`src/rtl/dma_ctrl.sv`:
```
// Memory-to-memory byte-copy DMA, programmed through 8 CPU registers; 2 clk/byte inside a burst.
// Bus is seized only on a CPU read cycle (cpu_rdy low during RD/WR) and released for one cycle every BURST bytes.
module dma_ctrl #(
   parameter int unsigned BURST = 16
) (
   input  logic        clk,
   input  logic        reset_n,
   input  logic        cs_n,
   input  logic        cpu_we_n,
   input  logic [2:0]  rs,
   input  logic [7:0]  din,
   output logic [7:0]  dout,
   output logic        irq_n,
   output logic        cpu_rdy,
   output logic        dma_own,
   output logic [15:0] dma_addr,
   output logic        dma_we_n,
   output logic [7:0]  dma_do,
   input  logic [7:0]  mem_di
);

   typedef enum logic [2:0] {
      S_IDLE,
      S_REQ,
      S_RD,
      S_WR,
      S_REL
   } state_t;

   localparam logic [7:0] BURST_C = 8'(BURST);

   state_t      state_q, state_d;
   logic [15:0] src_q, src_d;
   logic [15:0] dst_q, dst_d;
   logic [15:0] len_q, len_d;
   logic [7:0]  burst_q, burst_d;
   logic        done_q, done_d;
   logic        irq_en_q, irq_en_d;
   logic [7:0]  dout_q, dout_d;

   logic        busy;
   logic        reg_wr;
   logic        start;
   logic [7:0]  rd_val;

   always_ff @(posedge clk) begin
      if (!reset_n) begin
         state_q  <= S_IDLE;
         src_q    <= '0;
         dst_q    <= '0;
         len_q    <= '0;
         burst_q  <= '0;
         done_q   <= 1'b0;
         irq_en_q <= 1'b0;
         dout_q   <= '0;
      end else begin
         state_q  <= state_d;
         src_q    <= src_d;
         dst_q    <= dst_d;
         len_q    <= len_d;
         burst_q  <= burst_d;
         done_q   <= done_d;
         irq_en_q <= irq_en_d;
         dout_q   <= dout_d;
      end
   end

   always_comb begin
      busy   = (state_q != S_IDLE);
      reg_wr = !cs_n && !cpu_we_n && cpu_rdy;
      start  = reg_wr && (rs == 3'd6) && din[0] && !busy;

      case (rs)
         3'd0:    rd_val = src_q[7:0];
         3'd1:    rd_val = src_q[15:8];
         3'd2:    rd_val = dst_q[7:0];
         3'd3:    rd_val = dst_q[15:8];
         3'd4:    rd_val = len_q[7:0];
         3'd5:    rd_val = len_q[15:8];
         3'd6:    rd_val = {busy, done_q, 4'b0000, irq_en_q, 1'b0};
         default: rd_val = len_q[7:0];
      endcase
   end

   always_comb begin
      state_d  = state_q;
      src_d    = src_q;
      dst_d    = dst_q;
      len_d    = len_q;
      burst_d  = burst_q;
      done_d   = done_q;
      irq_en_d = irq_en_q;
      dout_d   = cs_n ? dout_q : rd_val;

      if (reg_wr) begin
         case (rs)
            3'd0: if (!busy) src_d[7:0]  = din;
            3'd1: if (!busy) src_d[15:8] = din;
            3'd2: if (!busy) dst_d[7:0]  = din;
            3'd3: if (!busy) dst_d[15:8] = din;
            3'd4: if (!busy) len_d[7:0]  = din;
            3'd5: if (!busy) len_d[15:8] = din;
            3'd6: irq_en_d = din[1];
            3'd7: done_d   = 1'b0;
         endcase
      end

      // Sequencing comes after the register writes so a completion beats a same-cycle STAT clear.
      case (state_q)
         S_IDLE: begin
            if (start) begin
               if (len_q != 16'd0) begin
                  state_d = S_REQ;
                  burst_d = 8'd0;
               end else begin
                  done_d = 1'b1;
               end
            end
         end
         S_REQ: begin
            if (cpu_we_n) state_d = S_RD;
         end
         S_RD: begin
            state_d = S_WR;
         end
         S_WR: begin
            src_d   = src_q + 16'd1;
            dst_d   = dst_q + 16'd1;
            len_d   = len_q - 16'd1;
            burst_d = burst_q + 8'd1;
            if (len_q == 16'd1)                  state_d = S_REL;
            else if (burst_q + 8'd1 == BURST_C)  state_d = S_REL;
            else                                 state_d = S_RD;
         end
         S_REL: begin
            if (len_q == 16'd0) begin
               state_d = S_IDLE;
               done_d  = 1'b1;
            end else begin
               state_d = S_REQ;
               burst_d = 8'd0;
            end
         end
         default: state_d = S_IDLE;
      endcase
   end

   assign cpu_rdy  = !((state_q == S_RD) || (state_q == S_WR));
   assign dma_own  = (state_q == S_RD) || (state_q == S_WR);
   assign dma_we_n = (state_q != S_WR);
   assign dma_addr = (state_q == S_RD) ? src_q : ((state_q == S_WR) ? dst_q : 16'h0000);
   assign dma_do   = (state_q == S_WR) ? mem_di : 8'h00;
   assign dout     = dout_q;
   assign irq_n    = !(done_q && irq_en_q);

endmodule

```
`config.mk`:
```
export PLATFORM = sky130hd
export DESIGN_NAME = dma_ctrl
export DESIGN_NICKNAME = d
export VERILOG_FILES = /design/src/rtl/dma_ctrl.sv
export SDC_FILE = /design/constraint.sdc
export NUM_CORES = 1
export LEC_CHECK = 0
export ABC_AREA = 1
export BUFFER_PORTS_ARGS = -buffer_cell sky130_fd_sc_hd__buf_2
export CORE_ASPECT_RATIO = 0.6
export CORE_MARGIN = 4
export CORE_UTILIZATION = 35
export CTS_CLUSTER_DIAMETER = 30
export DETAILED_ROUTE_END_ITERATION = 10
export SLEW_MARGIN = 30
export SYNTH_ARGS = -nofsm -noshare
export SYNTH_HDL_FRONTEND = slang
export SYNTH_SLANG_ARGS = --single-unit
```
`constraint.sdc`:
```
create_clock -name clk -period 1.6 [get_ports clk]
set_input_delay 0.24 -clock clk [delete_from_list [all_inputs] [get_ports clk]]
set_output_delay 0.24 -clock clk [all_outputs]
set_load 0.03 [all_outputs]
```
==> impl_metrics.env <==
export IMPL_ios=59
export IMPL_signed_area_change_from_the_synthesized_netlist_to_the_final_layout_pct=47.5
export IMPL_final_fill_count=1285
export IMPL_numCtsBuffers=9
export IMPL_number_of_design_rule_violations_left_after_detail_routing=0
export IMPL_tritoncts="done"
export IMPL_worst_ep_required_time_ns=1.36
export IMPL_grt_antenna_before_repair=0
export IMPL_grt_max_degree=49
export IMPL_grt_pass1_vias=5242
export IMPL_yosysWarnings=0
export IMPL_whs_ns=0.167
export IMPL_pwr_share_seq_pct=34.7
export IMPL_die_height_um=98.4
export IMPL_library_cell_with_the_largest_summed_area_after_synthesis="sky130_fd_sc_hd__dfxtp_1"
export IMPL_wire_length_after_detailed_routing_um=19400
export IMPL_synth_xor_area_share_pct=2.02
export IMPL_fp_dieArea_um2=15600
export IMPL_vdd_drop_max_uv=406
export IMPL_synth_top_area_share_pct=29.0
export IMPL_netlist_instances=788
export IMPL_async_reset_ff_share_pct=0
export IMPL_synth_area_um2=4770
export IMPL_final_setup_viol_count=32
export IMPL_critical_path_max_fanout=8
export IMPL_p_sw_share_pct=35.6
export IMPL_synthTopCellsByCount="sky130_fd_sc_hd__nand2_1 (165), sky130_fd_sc_hd__nor2_1 (123), sky130_fd_sc_hd__inv_1 (102)"
export IMPL_post_route_worst_setup_slack_ns=-0.147
export IMPL_synth_avg_cell_area_um2=6.05
export IMPL_synth_simple_area_share_pct=34.5
export IMPL_synth_edf_count=0
export IMPL_compound_gate_fraction_of_synth_area_pct=21.9
export IMPL_numPortBuffers=58
export IMPL_startpoint_type="register"
export IMPL_route_detailed_wl_per_inst_um=17.4
export IMPL_synth_area_leaders="sky130_fd_sc_hd__dfxtp_1 (29%), sky130_fd_sc_hd__nand2_1 (13%), sky130_fd_sc_hd__nor2_1 (9.7%)"
export IMPL_cts_hold_fix_buffers=0
export IMPL_result_of_the_run="finished, violations left"
export IMPL_synth_top_family_by_area="simple AND/OR/NAND/NOR gates"
export IMPL_critPathCaptureType="output pin"
export IMPL_timing_final_crit_period_ns=1.75
export IMPL_power_per_cell_area_nw_per_um2=794
export IMPL_track_usage_pct=24.2
export IMPL_muxShareOfSynthArea_pct=0
export IMPL_whs_path_depth=3
export IMPL_core_area_um2=13100
export IMPL_ant_nets=0
export IMPL_max_cap_violations=0
export IMPL_mappedNetlistNets=818
export IMPL_number_of_cells_on_the_worst_reg_to_reg_path=11
export IMPL_synth_cell_types=41
export IMPL_largest_clock_skew_in_the_final_design_ns=0.00859
export IMPL_timing_final_crit_share_pct=109
export IMPL_grt_ovfl_total=0
export IMPL_p_clk_share_pct=34.3
export IMPL_drtIter0Drc=657
export IMPL_insertedDiodeCount=0
export IMPL_dpl_instance_area_um2=6080
export IMPL_clkSlewWorstSetupHoldPaths_ns=0.06
export IMPL_timing_final_max_slew_violations=0
export IMPL_drive_above_1_share_pct=29.4
export IMPL_adder_cell_share_of_the_synthesized_area_pct=1.84
export IMPL_dominantRegCellSynth="sky130_fd_sc_hd__dfxtp_1"
export IMPL_synth_seq_cells=69
export IMPL_yosysMostFrequentCell="sky130_fd_sc_hd__nand2_1"
export IMPL_cts_htree_levels=3
export IMPL_routed_via_density=5.32
export IMPL_slew_headroom_pct=66.5
export IMPL_p_int_uw=3600
export IMPL_firstDrtPassIters=5
export IMPL_final_cell_area_um2=7040
export IMPL_vias=5930
export IMPL_floorplan_initialDensity_pct=36.4
export IMPL_globalplace_congestion=0.938
export IMPL_failed_checks="setup timing"
export IMPL_worst_hold_path_type="in2reg"
export IMPL_worstSetupPathType="reg2out"
export IMPL_ctsRootBufferMaster="sky130_fd_sc_hd__clkbuf_16"
export IMPL_cts_sink_count=69
export IMPL_core_rowCount=32
export IMPL_die_width_um=159
export IMPL_rsz0062_at_grt="yes"
export IMPL_net_switching_power_uw=1990
export IMPL_synth_yosys_seq_area_share_pct=29.0
export IMPL_report_final_hold_viol_count=0
export IMPL_p_leak_uw=0.00311
export IMPL_clock_latency_ns=0.35
export IMPL_share_comb_of_total_power_pct=31.0
export IMPL_crit_arrival_ns=1.51
export IMPL_worst_slew_pin_transition_ns=0.501
export IMPL_hpwlAfterDp_um=14100
export IMPL_ctsLongestPathBuffers=2
export IMPL_fmax_mhz=572
export IMPL_grt_pass1_wl_um=29800
export IMPL_nNetsFinal=969
[layout make-up]
type                    count  area [µm²]  share of cell area [%]
clock inverters             4        22.5                   0.320
well taps                 170         213                    3.02
flip-flops and latches     69        1400                    19.8
inverters                 107         424                    6.03
multi-input cells         592        3320                    47.2
repair buffers            160        1400                    19.9
clock buffers              12         256                    3.65
[final timing paths]
check	from	end	slack [ns]
worst max-delay path	state_q[2]$_SDFFE_PN0P_	dma_addr[15]	-0.15
worst min-delay path	din[1]	irq_en_q$_SDFFE_PN0N_	0.17
worst max register to register	state_q[2]$_SDFFE_PN0P_	len_q[7]$_SDFFE_PN0P_	-0.02
worst min register to register	burst_q[7]$_SDFFE_PN0P_	burst_q[7]$_SDFFE_PN0P_	0.48
[worst max-delay path, cell delays in order (launching register included)]
cell and delay (ns):
sky130_fd_sc_hd__dfxtp_2 0.34, sky130_fd_sc_hd__inv_4 0.08, sky130_fd_sc_hd__nand2_8 0.06, sky130_fd_sc_hd__nor2_8 0.16
sky130_fd_sc_hd__inv_8 0.08, sky130_fd_sc_hd__buf_12 0.16, sky130_fd_sc_hd__o22ai_4 0.12, sky130_fd_sc_hd__buf_6 0.16
[sequential cells by signal (all words and copies together) (netlist names)]
register and flops:
src_q 16, burst_q 8, irq_en_q 1, len_q 16, dst_q 16, dout 8, done_q 1, state_q 3
[cell usage in the layout (no fill, tap or decap), drive strengths merged, types with 2 or more instances in the layout]
master,count
nand4,9
nor3,14
inv,107
clkinv,3
buf,158
o22ai,19
xor2,10
o21ai,95
nor2,128
a21oi,63
dfxtp,69
a31oi,3
or2,2
a21o,2
o21bai,2
nand3,59
clkbuf,13
nand2,171
ha,7
[per-layer routing]
metal,GRT usage [%],vias to the layer above,part of all wire [%]
met5,0,-,0
met2,30.4,335,36
met3,5.10,23,13
li1,-,2897,-
met1,40.2,2675,49
met4,5.47,0,1.5
[kinds of logic (layout without fill, tap and decap cells)]
logic type / Yosys count / in the layout
flops: 69 / 69
simple gates: 383 / 384
xor+xnor: 11 / 11
fa+ha+maj: 7 / 7
buf+inv: 128 / 283
compound gates: 190 / 190
[timing repair]
item / in CTS / in global routing
setup endpoints to repair: 39 / 78
hold endpoints to repair: 0 / 0
gates resized for setup: 91 / 65
cloned: 2 / 2
pin swaps: 6 / 11
buffers inserted: 13 / 2
[power by group through the flow]
| stage | logic [µW] | clock network [µW] | registers, µW |
|---|---|---|---|
| global placement | 1550 | 0 | 1950 |
| finish | 1730 | 1920 | 1940 |
| global route | 1880 | 2020 | 1950 |
| detailed placement | 1530 | 0 | 1950 |
| floorplan | 875 | 0 | 1970 |
| CTS | 1610 | 1940 | 1930 |
[per-stage QoR]
stage	setup slack [ns]	cells	utilization (%)	total power [µW]	setup TNS [ns]
finish	-0.147	1114	53.7	5590	-2.52
CTS	-0.135	1110	51.9	5480	-2.52
global route	-0.190	1114	53.7	5850	-6.80
detailed placement	-0.0172	1079	46.5	3480	-0.0385
floorplan	-0.0757	788	-	2840	-0.274
global placement	-0.0443	1079	46.5	3500	-0.134
Power figures use the tool's default switching activity.
